===== src/rtl/enemy_gunner_if.sv =====
// enemy_gunner_if: bundles the enemy gunner's game-facing signals.
//
// master modport (enemy_gunner side):
//   in : play, destroy[4:0], player_x[9:0], player_proj_x[9:0], player_proj_y[9:0]
//   out: enemy_x[9:0], enemy_y[9:0], projectiles_x[45:0], projectiles_y[44:0],
//        active[4:0], collide
// slave modport (player / game side): same signals, opposite directions.
interface enemy_gunner_if;
    logic        play;
    logic [4:0]  destroy;
    logic [9:0]  player_x;
    logic [9:0]  player_proj_x;
    logic [9:0]  player_proj_y;
    logic [9:0]  enemy_x;
    logic [9:0]  enemy_y;
    logic [45:0] projectiles_x;
    logic [44:0] projectiles_y;
    logic [4:0]  active;
    logic        collide;

    modport master (
        input  play, destroy, player_x, player_proj_x, player_proj_y,
        output enemy_x, enemy_y, projectiles_x, projectiles_y, active, collide
    );

    modport slave (
        output play, destroy, player_x, player_proj_x, player_proj_y,
        input  enemy_x, enemy_y, projectiles_x, projectiles_y, active, collide
    );
endinterface


===== src/rtl/enemy_gunner.sv =====
// enemy_gunner: enemy ship that patrols horizontally, fires up to five falling
// projectiles, dies when struck by the player's projectile and respawns later.
//
// Ports:
//   clk_4 - game tick clock
//   clr   - asynchronous active-high reset
//   bus   - enemy_gunner_if.master
//           play            1 = game running, 0 = hold in IDLE
//           destroy[4:0]    per-slot retire pulse from the player block
//           player_x        player x (aimed fire only)
//           player_proj_x/y player projectile position (y = 470 means inactive)
//           enemy_x/enemy_y enemy position
//           projectiles_x   slots 0-3 low 9 bits at [9i+8:9i], slot 4 at [45:36]
//           projectiles_y   slot i at [9i+8:9i]
//           active[4:0]     slot live flags
//           collide         one-tick hit pulse
//
// Build option: define AIMED_FIRE_EN to make live projectiles drift one pixel
// per tick toward player_x (clamped to [90,550]); otherwise they fall straight.
module enemy_gunner #(
    parameter int unsigned START_X       = 320,
    parameter int unsigned ENEMY_Y       = 60,
    parameter int unsigned FIRE_PERIOD   = 120,
    parameter int unsigned MOVE_DIV      = 2,
    parameter int unsigned PROJ_STEP     = 2,
    parameter int unsigned RESPAWN_TICKS = 200,
    parameter int unsigned HIT_HALF_W    = 15,
    parameter int unsigned HIT_HALF_H    = 10
) (
    input  logic           clk_4,
    input  logic           clr,
    enemy_gunner_if.master bus
);
    localparam int unsigned NumSlots = 5;
    localparam logic [9:0]  StartX   = 10'(START_X);
    localparam logic [9:0]  EnemyY   = 10'(ENEMY_Y);
    localparam logic [8:0]  SpawnY   = 9'(ENEMY_Y + 10);
    localparam logic [8:0]  ProjStep = 9'(PROJ_STEP);
    localparam logic [9:0]  YBottom  = 10'd470;
    localparam logic [9:0]  XMin     = 10'd90;
    localparam logic [9:0]  XMax     = 10'd550;
    localparam logic [9:0]  HalfW    = 10'(HIT_HALF_W);
    localparam logic [9:0]  HalfH    = 10'(HIT_HALF_H);
    localparam logic [15:0] FireLast = 16'(FIRE_PERIOD - 1);
    localparam logic [15:0] MoveLast = 16'(MOVE_DIV - 1);
    localparam logic [15:0] DeadLast = 16'(RESPAWN_TICKS - 1);

    typedef enum logic [1:0] {StIdle, StPatrol, StDead} state_e;

    state_e      state_q, state_d;
    logic [9:0]  enemy_x_q, enemy_x_d;
    logic        dir_left_q, dir_left_d;
    logic [15:0] move_cnt_q, move_cnt_d;
    logic [15:0] fire_cnt_q, fire_cnt_d;
    logic [15:0] dead_cnt_q, dead_cnt_d;
    logic [9:0]  proj_x_q [NumSlots];
    logic [9:0]  proj_x_d [NumSlots];
    logic [8:0]  proj_y_q [NumSlots];
    logic [8:0]  proj_y_d [NumSlots];
    logic [4:0]  active_q, active_d;
    logic        collide_q, collide_d;

    logic [9:0]  dx, dy;
    logic        hit;
    logic        free_found;
    logic [2:0]  free_idx;

    // Distances are formed larger-minus-smaller so nothing ever wraps.
    always_comb begin
        dx = (bus.player_proj_x >= enemy_x_q) ? bus.player_proj_x - enemy_x_q
                                              : enemy_x_q - bus.player_proj_x;
        dy = (bus.player_proj_y >= EnemyY) ? bus.player_proj_y - EnemyY
                                           : EnemyY - bus.player_proj_y;
        hit = (bus.player_proj_y != YBottom) && (dx < HalfW) && (dy < HalfH);
    end

    // Lowest-index free slot. Uses registered flags, so a slot retired this
    // tick only becomes available on the following tick.
    always_comb begin
        free_found = ~&active_q;
        free_idx   = 3'd0;
        for (int i = NumSlots - 1; i >= 0; i--) begin
            if (!active_q[i]) free_idx = 3'(i);
        end
    end

    always_comb begin
        state_d    = state_q;
        enemy_x_d  = enemy_x_q;
        dir_left_d = dir_left_q;
        move_cnt_d = move_cnt_q;
        fire_cnt_d = fire_cnt_q;
        dead_cnt_d = dead_cnt_q;
        proj_x_d   = proj_x_q;
        proj_y_d   = proj_y_q;
        active_d   = active_q;
        collide_d  = 1'b0;

        // Live projectiles keep falling in PATROL and DEAD; destroy wins over motion.
        for (int i = 0; i < NumSlots; i++) begin
            if (active_q[i]) begin
                if (bus.destroy[i] ||
                    ({1'b0, proj_y_q[i]} + {1'b0, ProjStep} > YBottom)) begin
                    proj_x_d[i] = '0;
                    proj_y_d[i] = '0;
                    active_d[i] = 1'b0;
                end else begin
                    proj_y_d[i] = proj_y_q[i] + ProjStep;
`ifdef AIMED_FIRE_EN
                    if (bus.player_x > proj_x_q[i] && proj_x_q[i] < XMax) begin
                        proj_x_d[i] = proj_x_q[i] + 10'd1;
                    end else if (bus.player_x < proj_x_q[i] && proj_x_q[i] > XMin) begin
                        proj_x_d[i] = proj_x_q[i] - 10'd1;
                    end
`endif
                end
            end
        end

        case (state_q)
            StIdle: begin
                if (bus.play) state_d = StPatrol;
            end
            StPatrol: begin
                if (hit) begin
                    // The dying tick neither moves nor fires.
                    state_d    = StDead;
                    collide_d  = 1'b1;
                    dead_cnt_d = '0;
                end else begin
                    if (move_cnt_q == MoveLast) begin
                        move_cnt_d = '0;
                        // Flip and step together so x stays inside [90,550].
                        if (!dir_left_q) begin
                            if (enemy_x_q >= XMax) begin
                                dir_left_d = 1'b1;
                                enemy_x_d  = enemy_x_q - 10'd1;
                            end else begin
                                enemy_x_d = enemy_x_q + 10'd1;
                            end
                        end else begin
                            if (enemy_x_q <= XMin) begin
                                dir_left_d = 1'b0;
                                enemy_x_d  = enemy_x_q + 10'd1;
                            end else begin
                                enemy_x_d = enemy_x_q - 10'd1;
                            end
                        end
                    end else begin
                        move_cnt_d = move_cnt_q + 16'd1;
                    end

                    // With every slot busy the counter parks at the last count
                    // so the shot goes out on the first tick a slot is free.
                    if (fire_cnt_q == FireLast) begin
                        if (free_found) begin
                            proj_x_d[free_idx] = enemy_x_q;
                            proj_y_d[free_idx] = SpawnY;
                            active_d[free_idx] = 1'b1;
                            fire_cnt_d         = '0;
                        end
                    end else begin
                        fire_cnt_d = fire_cnt_q + 16'd1;
                    end
                end
            end
            StDead: begin
                if (dead_cnt_q == DeadLast) begin
                    state_d    = StPatrol;
                    enemy_x_d  = StartX;
                    dir_left_d = 1'b0;
                    move_cnt_d = '0;
                    fire_cnt_d = '0;
                    dead_cnt_d = '0;
                end else begin
                    dead_cnt_d = dead_cnt_q + 16'd1;
                end
            end
            default: state_d = StIdle;
        endcase

        // Leaving the game returns everything to its reset picture.
        if (!bus.play) begin
            state_d    = StIdle;
            enemy_x_d  = StartX;
            dir_left_d = 1'b0;
            move_cnt_d = '0;
            fire_cnt_d = '0;
            dead_cnt_d = '0;
            active_d   = '0;
            collide_d  = 1'b0;
            for (int i = 0; i < NumSlots; i++) begin
                proj_x_d[i] = '0;
                proj_y_d[i] = '0;
            end
        end
    end

    always_ff @(posedge clk_4 or posedge clr) begin
        if (clr) begin
            state_q    <= StIdle;
            enemy_x_q  <= StartX;
            dir_left_q <= 1'b0;
            move_cnt_q <= '0;
            fire_cnt_q <= '0;
            dead_cnt_q <= '0;
            active_q   <= '0;
            collide_q  <= 1'b0;
            for (int i = 0; i < NumSlots; i++) begin
                proj_x_q[i] <= '0;
                proj_y_q[i] <= '0;
            end
        end else begin
            state_q    <= state_d;
            enemy_x_q  <= enemy_x_d;
            dir_left_q <= dir_left_d;
            move_cnt_q <= move_cnt_d;
            fire_cnt_q <= fire_cnt_d;
            dead_cnt_q <= dead_cnt_d;
            active_q   <= active_d;
            collide_q  <= collide_d;
            proj_x_q   <= proj_x_d;
            proj_y_q   <= proj_y_d;
        end
    end

    assign bus.enemy_x       = enemy_x_q;
    assign bus.enemy_y       = EnemyY;
    assign bus.active        = active_q;
    assign bus.collide       = collide_q;
    assign bus.projectiles_x = {proj_x_q[4], proj_x_q[3][8:0], proj_x_q[2][8:0],
                                proj_x_q[1][8:0], proj_x_q[0][8:0]};
    assign bus.projectiles_y = {proj_y_q[4], proj_y_q[3], proj_y_q[2],
                                proj_y_q[1], proj_y_q[0]};

    // Slots 0-3 only expose 9 bits of x on the bus.
    logic unused_x_msb;
    assign unused_x_msb = proj_x_q[0][9] ^ proj_x_q[1][9] ^ proj_x_q[2][9] ^ proj_x_q[3][9];

`ifdef AIMED_FIRE_EN
`else
    logic unused_player_x;
    assign unused_player_x = ^bus.player_x;
`endif
endmodule

===== src/flat_wrapper.sv =====
// flat-port wrapper written by rule: the top's interface ports become plain ports
module enemy_gunner_flat 
#(
    parameter int unsigned START_X       = 320,
    parameter int unsigned ENEMY_Y       = 60,
    parameter int unsigned FIRE_PERIOD   = 120,
    parameter int unsigned MOVE_DIV      = 2,
    parameter int unsigned PROJ_STEP     = 2,
    parameter int unsigned RESPAWN_TICKS = 200,
    parameter int unsigned HIT_HALF_W    = 15,
    parameter int unsigned HIT_HALF_H    = 10
)
  (clk_4, clr, bus_play, bus_destroy, bus_player_x, bus_player_proj_x, bus_player_proj_y, bus_enemy_x, bus_enemy_y, bus_projectiles_x, bus_projectiles_y, bus_active, bus_collide);
  enemy_gunner_if bus_i ();
  input  logic clk_4;
  input  logic clr;
  input wire logic [$bits(bus_i.play)-1:0] bus_play;
  input wire logic [$bits(bus_i.destroy)-1:0] bus_destroy;
  input wire logic [$bits(bus_i.player_x)-1:0] bus_player_x;
  input wire logic [$bits(bus_i.player_proj_x)-1:0] bus_player_proj_x;
  input wire logic [$bits(bus_i.player_proj_y)-1:0] bus_player_proj_y;
  output wire logic [$bits(bus_i.enemy_x)-1:0] bus_enemy_x;
  output wire logic [$bits(bus_i.enemy_y)-1:0] bus_enemy_y;
  output wire logic [$bits(bus_i.projectiles_x)-1:0] bus_projectiles_x;
  output wire logic [$bits(bus_i.projectiles_y)-1:0] bus_projectiles_y;
  output wire logic [$bits(bus_i.active)-1:0] bus_active;
  output wire logic [$bits(bus_i.collide)-1:0] bus_collide;
  assign bus_i.play = bus_play;
  assign bus_i.destroy = bus_destroy;
  assign bus_i.player_x = bus_player_x;
  assign bus_i.player_proj_x = bus_player_proj_x;
  assign bus_i.player_proj_y = bus_player_proj_y;
  assign bus_enemy_x = bus_i.enemy_x;
  assign bus_enemy_y = bus_i.enemy_y;
  assign bus_projectiles_x = bus_i.projectiles_x;
  assign bus_projectiles_y = bus_i.projectiles_y;
  assign bus_active = bus_i.active;
  assign bus_collide = bus_i.collide;
  enemy_gunner #(.START_X(START_X), .ENEMY_Y(ENEMY_Y), .FIRE_PERIOD(FIRE_PERIOD), .MOVE_DIV(MOVE_DIV), .PROJ_STEP(PROJ_STEP), .RESPAWN_TICKS(RESPAWN_TICKS), .HIT_HALF_W(HIT_HALF_W), .HIT_HALF_H(HIT_HALF_H)) u_core (.clk_4(clk_4), .clr(clr), .bus(bus_i));
endmodule

===== config.mk =====
export PLATFORM = sky130hd
export DESIGN_NAME = enemy_gunner_flat
export DESIGN_NICKNAME = d
export VERILOG_FILES = /design/src/rtl/enemy_gunner_if.sv /design/src/rtl/enemy_gunner.sv /design/src/flat_wrapper.sv
export SDC_FILE = /design/constraint.sdc
export NUM_CORES = 1
export LEC_CHECK = 0
export ABC_AREA = 1
export CORE_ASPECT_RATIO = 1.4
export CORE_MARGIN = 1
export CORE_UTILIZATION = 25
export DETAILED_ROUTE_END_ITERATION = 10
export SYNTH_ARGS = -nofsm -noshare
export SYNTH_HDL_FRONTEND = slang
export SYNTH_SLANG_ARGS = --single-unit

===== constraint.sdc =====
create_clock -name clk_4 -period 7.6 [get_ports clk_4]
set_clock_uncertainty 0.05 [all_clocks]
set_input_delay 1.14 -clock clk_4 [delete_from_list [all_inputs] [get_ports clk_4]]
set_output_delay 1.14 -clock clk_4 [all_outputs]
set_load 0.005 [all_outputs]

# Word-level counts from Yosys, hierarchy flattened
# Cells that the tools add are included.
[op_classes] n_addsub=19 muxes=96 bitwise=5 multipliers=0 n_div=0 n_lt_le_gt_ge=15 shift=0 n_eq_ne=12 n_reduce_logical=16
[op_table] operator="$mux 50" count=5
[op_table] operator="$mux 45" count=5
[op_table] operator="$mux 10" count=20
[op_table] operator="$mux 16" count=11
[op_table] operator="$mux 9" count=11
[op_table] operator="$pmux 16 s2" count=3
[op_table] operator="$add 9x2->10 const B" count=5
[op_table] operator="$bwmux 50" count=1
[op_table] operator="$gt 10x9->1 const B" count=5
[op_table] operator="$add 16x1->16 const B" count=3
[op_table] operator="$add 9x2->9 const B" count=5
[op_table] operator="$and 30x30->30" count=1
[op_table] operator="$demux 10 s3" count=1
[op_table] operator="$not 30->30" count=1
[op_table] operator="$demux 9 s3" count=1
[op_table] operator="$mux 5" count=5
[op_table] operator="$mux 1" count=21
[op_table] operator="$lt 10x4->1 const B" count=2
[op_table] operator="$pmux 10 s2" count=1
[op_table] operator="$sub 10x10->10" count=2
[op_table] operator="$eq 16x1->1 const B" count=1
[op_table] operator="$eq 16x7->1 const B" count=1
[op_table] operator="$eq 16x8->1 const B" count=1
[op_table] operator="$mux 3" count=5
[op_table] operator="other kinds (33)" count=46
[word_totals] latchBits=0 elab_cells=181 rom_bits=0 ram_bits=0 output_inout_bits=117 n_memories=0 ff_bits=162

# Depth between registers and ports, before layout
# Gate-level depths: netlist (run 1).
[logic_depth] depth_word=17 ltp_mapped=24

# Least setup slack after synthesis (run 1)
# OpenSTA, ideal clock, no wires.
[synth_timing] path_type="input port to flip-flop" startpoint="input bus_player_proj_x[0]" endpoint="register u_core.fire_cnt_q[15]" required_ns=7.433 arrival_ns=3.179 path_stages=18 path_slack_ns=4.253 path_buffers=2 cell_sequence="inv_1 > ha_1 > inv_1 > fa_1 > nand2_1 > nand3_2 > nand2_2 > nand2_8 > nand2_1 > nand2_1 > inv_1 > nand3_1 > nor2_1 > nand4_4 > buf_6 > buf_6 > nand4_1 > nand2_1"
[synth_via] elab_chain_len=7 word_cells_on_any_way=9 classes_between="2 x add/sub; 2 x order compare; 1 x eq/ne; 1 x mux; 3 x reduce/logical"
[synth_rtl] item="start: declaration" line_no="flat_wrapper.sv:20" rtl="input wire logic [$bits(bus_i.player_proj_x)-1:0] bus_player_proj_x;"
[synth_rtl] item="$sub 10x10->10 (tied with other cells)" line_no="enemy_gunner.sv:71" rtl=": enemy_x_q - bus.player_proj_x;"
[synth_rtl] item="$mux 10 *" line_no="enemy_gunner.sv:70" rtl="dx = (bus.player_proj_x >= enemy_x_q) ? bus.player_proj_x - enemy_x_q"
[synth_rtl] item="$lt 10x4->1 *" line_no="enemy_gunner.sv:74" rtl="hit = (bus.player_proj_y != YBottom) && (dx < HalfW) && (dy < HalfH);"
[synth_rtl] item="$logic_and 1x1->1 * (2 in series)" line_no="enemy_gunner.sv:74"
[synth_rtl] item="$ne 3x3->1 (no source line) *"
[synth_rtl] item="$reduce_and 4->1 (no source line) *"
[synth_rtl] item="end signal: assignment" line_no="enemy_gunner.sv:218" rtl="fire_cnt_q <= fire_cnt_d;"
[synth_rtl] item="end: declaration" line_no="enemy_gunner.sv:54" rtl="logic [15:0] fire_cnt_q, fire_cnt_d;"
# Mark *: on every way between the ends. The rest lies on a longest branch, timed or not.
# A chain may end at the register's enable or synchronous reset.

==> results.py, run 1 <==
metrics = {
    "worst_setup_path": {
        "required_ns": 7.88,
        "crit_fanout": 29,
        "cp.arrival_ns": 4.93,
        "rr_startpoint": "u_core.bus.enemy_x[6]",
        "endpoint_kind": "register",
        "critPathKind": "reg -> reg",
        "cp-startpoint": "u_core.bus.enemy_x[6]",
        "startpoint_type": "register",
    },
    "floorplanning": {
        "fp.dieArea_um2": 45200,
        "die_x_um": 180,
        "initial_core_util_pct": 25.2,
        "io_pins": 155,
        "rows": 91,
        "coreArea_um2": 43900,
        "die_h_um": 251,
    },
    "finish": {
        "layout.nets": 1748,
        "fill_cells": 4705,
        "final_util_pct": 30.5,
        "syn2layout_area_growth_pct": 21.0,
        "multi_input_area_um2": 6160,
        "final_cells": 2245,
        "register_area_um2": 3960,
        "diodes": 0,
        "drive_above_1_share_pct": 5.57,
    },
    "sta": {
        "setup_viol": 0,
        "drv_slew": 0,
        "max_freq_mhz": 215,
        "worst_slew_pin_slew_ns": 0.883,
        "period_minus_slack_ns": 4.65,
        "rsz0062_at_grt": "no",
        "hold_viol": 0,
        "fin_crit_sh_pct": 61.1,
        "final.setup.tns_ns": 0,
        "max_slew_margin_pct": 41.1,
    },
    "global_routing": {
        "grt_use_met2_pct": 25.8,
        "antenna_found_initial": 0,
        "first_global_vias": 10200,
        "use_met1_pct": 17.5,
        "grt_max_degree": 97,
        "grt_pass1_wl_um": 52900,
        "top_usage_layer": "met2",
        "track_usage_pct": 14.4,
        "use_met3_pct": 2.20,
        "grt_overflow": 0,
    },
    "synth": {
        "synthArstFlopShare_pct": 100,
        "synth.cell_area_um2": 11100,
        "synth_cell_types": 55,
        "yosysTopAreaCellShare_pct": 35.2,
        "yosysWarningCount": 0,
        "yosysMostFrequentCell": "nand2_1",
        "syn_avg_cell_area_um2": 7.06,
        "synthTopCellsByArea": "dfrtp_1, nand2_1, nor2_1",
        "synth_cells": 1572,
        "ys.flop_type": "dfrtp_1",
        "synth_top_area_cell": "dfrtp_1",
        "ys_seq_area_share_pct": 35.7,
        "synth_edf_count": 0,
        "synth.ff_latch_count": 158,
        "ys_top_cells_by_count": "nand2_1, nor2_1, inv_1",
    },
    "clock_tree": {
        "path_clk_slew_ns": 0.07,
        "cts_tree": "built",
        "cts_buffers": 17,
        "root_buffer": "clkbuf_16",
        "post_cts_buffers": 0,
        "cts.sinks": 158,
        "htreeDepth": 4,
        "ctsHoldBuffers": 0,
        "insertion_delay_ns": 0.43,
        "clockBufferDepth": 2,
        "ctsResizeCount": 0,
    },
    "min_path": {
        "hold_start": "u_core.fire_cnt_q[7]",
        "hold_class": "reg -> reg",
    },
    "placement": {
        "gp_congestion": 0.889,
        "hpwl_um": 24100,
        "dp_cells": 2213,
        "portBuffers": 134,
    },
    "run_status": {
        "status": "complete, no violations",
    },
    "routing": {
        "ant_nets": 0,
        "dr.pass1.iters": 5,
        "drc": 0,
        "routed_wl_um": 32500,
        "vias_per_cell": 4.71,
        "drt-wirelength-per-cell_um": 14.5,
        "via_count": 10600,
        "first_iter_violations": 703,
    },
    "pwr": {
        "p_leak_nw": 6.25,
        "p_per_area_nw_per_um2": 193,
        "ir_drop_mv": 0.115,
    },
    "job": {
        "cap_viol_max_count": 0,
    },
}
## sequential cells by signal, indices dropped and copies added (netlist names)
register and count:
u_core.bus.active 5, u_core.bus.projectiles_x 46, u_core.bus.collide 1, u_core.dir_left_q 1, u_core.bus.enemy_x 10, u_core.state_q 2, u_core.dead_cnt_q 16, u_core.fire_cnt_q 16
u_core.bus.projectiles_y 45, u_core.move_cnt_q 16
## worst max-delay path: stages, from the launching register on
cell      delay [ns]
dfstp_2         0.72
clkinv_1        0.43
ha_1            0.62
nand2_2         0.12
nor2_1          0.28
nand2_2         0.18
nand3_1         0.15
nand2_1         0.06
nand2_1         0.06
nand3_1         0.10
nor2_1          0.12
nand3_2         0.61
nand2_2         0.41
nand2_1         0.35
o21ai_0         0.27
## where the power goes
part	switching, mW	total [mW]	internal (mW)	leakage, nW
Sequential	0.0833	0.952	0.869	2.19
Clock	0.374	0.874	0.500	0.287
Combinational	0.497	0.762	0.265	3.77
## layout make-up
class,count,share of cell area [%]
clock buffer,18,3.27
clock inverter,14,1.18
inverter,168,4.74
multi-input combinational,1191,45.9
sequential,158,29.5
tap,558,5.20
timing repair buffer,138,10.2
## through the flow
step,cell area (µm²),worst slack (ns),hold slack [ns],power [mW]
finish,13400,2.95,0.451,2.59
global route,13400,2.61,0.504,2.76
global placement,12800,2.57,0.434,1.72
detailed placement,12800,2.54,0.433,1.73
CTS,13400,2.92,0.450,2.61
floorplan,11100,2.15,0.413,1.50
## per-layer routing
| metal | part of all wire [%] | vias up | wire length, µm |
|---|---|---|---|
| met2 | 51 | 241 | 16400 |
| li1 | - | 5274 | - |
| met3 | 3.7 | 39 | 1210 |
| met1 | 44 | 5013 | 14200 |
| met4 | 1.9 | 0 | 631 |
| met5 | 0 | - | 0 |
## final timing paths
check                                                    end  slack [ns]  cells past startpoint
max in group asynchronous       u_core.bus.projectiles_y[36]        4.87                      3
min in group asynchronous       u_core.bus.projectiles_y[14]        1.22                      2
worst max-delay path            u_core.bus.projectiles_x[18]        2.95                     14
worst min register to register          u_core.fire_cnt_q[7]        0.45                      2
worst min-delay path                    u_core.fire_cnt_q[7]        0.45                      2
worst max register to register  u_core.bus.projectiles_x[18]        2.95                     14
## kinds of logic (layout without fill, tap and decap cells)
family / after synthesis / in the layout / synth area share (%)
and+or+nand+nor: 916 / 916 / 36.8
buffers and inverters: 231 / 338 / 9.05
DFF: 158 / 158 / 35.7
AOI/OAI and AO/OA: 156 / 156 / 8.50
xor gates and xnor gates: 73 / 73 / 5.76
adders and majority gates: 36 / 36 / 4.20
other: 2 / 10 / 0.0677
## layout by cell type (no fill, tap or decap), types with 8 or more instances in the layout
cell type	n
a21oi_1	48
a22oi_1	25
a31oi_1	11
clkbuf_16	17
clkdlybuf4s50_1	133
conb_1	10
dfrtp_1	156
ha_1	34
inv_1	160
nand2_1	473
nand2_2	12
nand3_1	115
nand3b_1	8
nand4_1	60
nor2_1	179
nor3_1	19
nor4_1	10
o21ai_0	37
o21ai_1	12
or2_2	9
xnor2_1	10
xor2_1	63
Power figures use the tool's default switching activity.
==> run 2, diff against run 1 <==
==> constraint.sdc (replaced) <==
create_clock -name clk_4 -period 3.7 [get_ports clk_4]
set_clock_uncertainty 0.05 [all_clocks]
set_input_delay 0.555 -clock clk_4 [delete_from_list [all_inputs] [get_ports clk_4]]
set_output_delay 0.555 -clock clk_4 [all_outputs]
set_load 0.005 [all_outputs]
==> results.py, run 2 (synthesized netlist as in run 1, its figures left out) <==
metrics = {
    "run_status": {
        "status": "complete, no violations",
    },
    "clock_tree": {
        "insertion_delay_ns": 0.43,
        "cts_tree": "built",
        "ctsResizeCount": 0,
        "cts.sinks": 158,
        "post_cts_buffers": 0,
        "clockBufferDepth": 2,
        "htreeDepth": 4,
        "path_clk_slew_ns": 0.07,
        "ctsHoldBuffers": 0,
        "root_buffer": "clkbuf_16",
        "cts_buffers": 17,
    },
    "floorplanning": {
        "fp.dieArea_um2": 45200,
        "die_h_um": 251,
        "io_pins": 155,
        "rows": 91,
        "coreArea_um2": 43900,
        "initial_core_util_pct": 25.2,
        "die_x_um": 180,
    },
    "routing": {
        "routed_wl_um": 33100,
        "dr.pass1.iters": 5,
        "via_count": 10700,
        "drc": 0,
        "ant_nets": 0,
        "drt-wirelength-per-cell_um": 14.5,
        "first_iter_violations": 706,
        "vias_per_cell": 4.69,
    },
    "finish": {
        "layout_common_cells": "nand2_1, nor2_1, inv_1",
        "final_cells": 2286,
        "syn2layout_area_growth_pct": 25.1,
        "largest_reg_flops": 46,
        "final_common_cell": "nand2_1",
        "drive_above_1_share_pct": 7.76,
        "fill_cells": 4651,
        "layout.nets": 1788,
    },
    "min_path": {
        "hold_class": "reg -> reg",
        "hold_start": "u_core.fire_cnt_q[1]",
    },
    "worst_setup_path": {
        "cp-endpoint": "u_core.bus.projectiles_x[18]",
        "required_ns": 3.98,
        "r2r-end": "u_core.bus.projectiles_x[18]",
        "reg2reg_slack_ns": 0.47,
        "cp.arrival_ns": 3.58,
        "endpoint_kind": "register",
        "startpoint_type": "primary input",
        "rr_startpoint": "u_core.bus.enemy_x[0]",
        "critPathKind": "in -> reg",
        "cp-startpoint": "bus_player_proj_x[0]",
        "r2r_cells": 20,
        "crit_fanout": 20,
    },
    "sta": {
        "hold_viol": 0,
        "fin_crit_sh_pct": 89.1,
        "final.setup.tns_ns": 0,
        "max_slew_margin_pct": 37.3,
        "worst_slew_pin_slew_ns": 0.939,
        "drv_slew": 0,
        "rsz0062_at_grt": "no",
        "max_freq_mhz": 303,
        "period_minus_slack_ns": 3.30,
        "setup_viol": 0,
    },
    "pwr": {
        "p_sw_share_pct": 35.2,
        "ir_drop_mv": 0.229,
        "p_per_area_nw_per_um2": 410,
        "p_leak_nw": 6.50,
        "combPwrFrac_pct": 32.0,
        "switchingPower_mw": 2.00,
        "power_frac_clock_pct": 35.8,
        "internal_power_mw": 3.69,
        "power.total_mw": 5.69,
        "p_seq_share_pct": 32.2,
    },
    "placement": {
        "portBuffers": 134,
        "dp_cells": 2253,
        "hpwl_um": 24900,
        "gp_congestion": 0.888,
    },
    "global_routing": {
        "first_global_vias": 10500,
        "grt_max_degree": 62,
        "grt_overflow": 0,
        "antenna_found_initial": 1,
        "grt_pass1_wl_um": 53700,
        "track_usage_pct": 14.7,
    },
    "job": {
        "cap_viol_max_count": 0,
    },
}
==> run 2: cell count changes in the layout (fill, tap and decap cells not counted) <==
cell	previous run	this run
clkinvlp_4	3	2
diode_2	0	1
clkinv_2	2	0
clkbuf_8	1	2
bufinv_16	2	5
buf_12	0	6
buf_4	4	38
clkinv_4	2	1
==> run 2: per-stage QoR <==
step                instance area, µm²  hold slack, ns  util (%)  setup WS (ns)
CTS                              13900           0.458      31.6          0.429
global placement                 13200           0.437      30.0         0.0580
floorplan                        11100           0.413         -          0.561
finish                           13900           0.461      31.6          0.405
detailed placement               13200           0.443      30.0       -0.00895
global route                     13900           0.488      31.6         0.0935
==> run 2: worst min path at each step <==
stage | endpoint | cells past startpoint | slack (ns)
after global routing | u_core.fire_cnt_q[1] | 2 | 0.49
after global placement | u_core.fire_cnt_q[1] | 2 | 0.44
after detailed placement | u_core.fire_cnt_q[1] | 2 | 0.44
after floorplan | u_core.fire_cnt_q[7] | 2 | 0.41
final | u_core.fire_cnt_q[1] | 2 | 0.46
after CTS | u_core.fire_cnt_q[1] | 2 | 0.46
==> run 2: power by group through the flow <==
stage | clock (mW) | sequential [mW] | combinational [mW]
floorplan | 0 | 1.87 | 1.22
global placement | 0 | 1.86 | 1.81
detailed placement | 0 | 1.86 | 1.83
CTS | 2.09 | 1.83 | 1.84
global route | 2.15 | 1.84 | 2.04
finish | 2.04 | 1.83 | 1.82
==> run 2: worst max-delay path, stage by stage <==
cell and delay (ns):
clkdlybuf4s50_1 0.44, inv_1 0.07, ha_1 0.13, inv_1 0.06, fa_1 0.46, nand2_1 0.13
nand3_2 0.12, nand2_2 0.17, nand2_8 0.10, nand2_1 0.08, nand2_1 0.09, inv_1 0.09
nand2_1 0.05, nor2_1 0.12, nand3_2 0.11, buf_12 0.17, nand2_2 0.07, nand2_1 0.27
o21ai_0 0.29
==> run 2: area by class of cell <==
type	count	area [µm²]	share of cell area [%]
clock buffer	19	453	3.26
antenna	1	2.50	0.0180
inverter	168	634	4.57
clock inverter	13	224	1.61
timing repair buffer	178	1740	12.6
tap	558	698	5.03
sequential	158	3960	28.5
multi-input combinational	1191	6160	44.4
==> run 2: metal layers <==
layer  GRT usage [%]  vias to the layer above  routed length (µm)
met2            26.1                      276               16700
met5               0                        -                   0
li1                -                     5351                   -
met1            17.5                     5031               14000
met3            2.17                       61                1390
met4            6.62                        0                1080
==> run 3, diff against run 2 <==
--- a/config.mk
+++ b/config.mk
@@ -10,6 +10,7 @@
 export CORE_MARGIN = 1
 export CORE_UTILIZATION = 25
 export DETAILED_ROUTE_END_ITERATION = 10
+export RECOVER_POWER = 50
 export SYNTH_ARGS = -nofsm -noshare
 export SYNTH_HDL_FRONTEND = slang
 export SYNTH_SLANG_ARGS = --single-unit
==> results.py, run 3 (synthesized netlist as in run 1, its figures left out) <==
metrics = {
    "routing": {
        "vias_per_cell": 4.71,
        "drc": 0,
        "via_count": 10800,
        "ant_nets": 0,
        "dr.pass1.iters": 5,
        "first_iter_violations": 654,
        "drt-wirelength-per-cell_um": 14.5,
        "routed_wl_um": 33200,
    },
    "worst_setup_path": {
        "cp.arrival_ns": 3.58,
        "critical-path-max-stage-delay_ns": 0.46,
        "critPathKind": "in -> reg",
        "startpoint_type": "primary input",
        "worstPathCellList": "clkdlybuf4s50_1 > inv_1 > ha_1 > inv_1 > fa_1 > nand2_1 > nand3_2 > nand2_2 > nand2_8 > nand2_1 > nand2_1 > inv_1 > nand2_1 > nor2_1 > nand3_2 > buf_12 > nand2_2 > nand2_1 > o21ai_0",
        "required_ns": 3.98,
        "worst_path_dominant_cell_family": "simple AND/OR/NAND/NOR gates",
        "crit_fanout": 20,
        "cpMostUsedCell": "nand2_1",
        "crit_buf_inv": 5,
        "worst_path_max_delay_cell": "fa_1",
        "endpoint_kind": "register",
    },
    "placement": {
        "gp_congestion": 0.888,
        "portBuffers": 134,
        "placed_area_um2": 13200,
        "hpwl_um": 24900,
    },
    "pwr": {
        "power.total_mw": 5.69,
        "internal_power_mw": 3.68,
        "p_leak_nw": 6.68,
        "p_seq_share_pct": 32.2,
        "p_per_area_nw_per_um2": 411,
        "power_frac_clock_pct": 35.9,
        "p_sw_share_pct": 35.3,
        "switchingPower_mw": 2.01,
        "combPwrFrac_pct": 31.9,
        "ir_drop_mv": 0.229,
    },
    "global_routing": {
        "antenna_found_initial": 1,
        "grt_max_degree": 62,
        "track_usage_pct": 14.7,
        "top_usage_layer": "met2",
        "grt_use_met2_pct": 26.1,
        "grt_pass1_wl_um": 53700,
        "use_met1_pct": 17.5,
        "use_met3_pct": 2.17,
        "first_global_vias": 10500,
        "grt_overflow": 0,
    },
    "floorplanning": {
        "die_h_um": 251,
        "rows": 91,
        "fp.dieArea_um2": 45200,
        "coreArea_um2": 43900,
        "initial_core_util_pct": 25.2,
        "die_x_um": 180,
        "io_pins": 155,
    },
    "clock_tree": {
        "ctsHoldBuffers": 0,
        "clockBufferDepth": 2,
        "ctsResizeCount": 0,
        "cts.sinks": 158,
        "htreeDepth": 4,
        "cts_tree": "built",
        "cts_buffers": 17,
        "insertion_delay_ns": 0.43,
        "path_clk_slew_ns": 0.07,
        "root_buffer": "clkbuf_16",
        "post_cts_buffers": 0,
    },
    "sta": {
        "period_minus_slack_ns": 3.30,
        "drv_slew": 39,
        "rsz0062_at_grt": "no",
        "fin_crit_sh_pct": 89.1,
        "max_slew_margin_pct": -15.0,
        "max_freq_mhz": 303,
        "hold_slack_ns": 0.459,
        "worst_slew_pin_slew_ns": 1.72,
        "setup_viol": 0,
        "hold_viol": 0,
    },
    "finish": {
        "layout.nets": 1788,
        "fin_area_um2": 13800,
        "syn2layout_area_growth_pct": 24.6,
        "fill_cells": 4656,
        "drive_above_1_share_pct": 7.70,
        "final_util_pct": 31.4,
        "largest_reg_flops": 46,
        "final_common_cell": "nand2_1",
        "layout_common_cells": "nand2_1, nor2_1, inv_1",
    },
    "run_status": {
        "status": "finished, violations left",
        "violations": "max-capacitance violations, max-slew violations",
    },
    "job": {
        "cap_viol_max_count": 1,
    },
    "min_path": {
        "hold_class": "reg -> reg",
    },
}
==> run 3: layout make-up <==
| cell class | count | area [µm²] | share of cell area [%] |
|---|---|---|---|
| Multi-Input combinational cell | 1191 | 6160 | 44.6 |
| Sequential cell | 158 | 3960 | 28.6 |
| Timing Repair Buffer | 178 | 1690 | 12.2 |
| Tap cell | 558 | 698 | 5.05 |
| Inverter | 168 | 632 | 4.57 |
| Clock buffer | 19 | 453 | 3.28 |
| Clock inverter | 13 | 224 | 1.62 |
| Antenna cell | 1 | 2.50 | 0.0181 |
==> run 3: tightest hold or removal path: stages (launching register included) <==
cell and delay, ns:
dfrtp_1 0.37, nand2_1 0.06, nand2_1 0.05
==> run 3: per-stage QoR <==
| step | setup slack [ns] | setup TNS [ns] | instances |
|---|---|---|---|
| 6_report | 0.404 | 0 | 2286 |
| 2_1_floorplan | 0.561 | 0 | 1580 |
| 5_1_grt | 0.0935 | 0 | 2286 |
| 3_5_place_dp | -0.00895 | -0.0151 | 2253 |
| 3_3_place_gp | 0.0580 | 0 | 2253 |
| 4_1_cts | 0.429 | 0 | 2285 |
==> run 3: worst paths after layout <==
kind	slack, ns	to	from	cells past startpoint
worst max-delay path	0.40	u_core.bus.projectiles_x[18]	bus_player_proj_x[0]	19
worst min-delay path	0.46	u_core.fire_cnt_q[1]	u_core.fire_cnt_q[1]	2
worst max register to register	0.46	u_core.bus.projectiles_x[18]	u_core.bus.enemy_x[0]	20
worst min register to register	0.46	u_core.fire_cnt_q[1]	u_core.fire_cnt_q[1]	2
max in group asynchronous	0.87	u_core.move_cnt_q[14]	clr	3
min in group asynchronous	0.94	u_core.bus.projectiles_y[16]	clr	2
==> run 3: power by group through the flow <==
stage	clock [mW]	combinational, mW	sequential (mW)
3_5_place_dp	0	1.83	1.86
4_1_cts	2.09	1.84	1.83
6_report	2.04	1.81	1.83
2_1_floorplan	0	1.22	1.87
5_1_grt	2.15	2.04	1.84
3_3_place_gp	0	1.81	1.86
==> run 3: per-layer routing <==
metal | part of all wire (%) | up-vias
li1 | - | 5347
met1 | 42 | 5061
met2 | 50 | 304
met3 | 4.3 | 60
met4 | 3.2 | 0
met5 | 0 | -
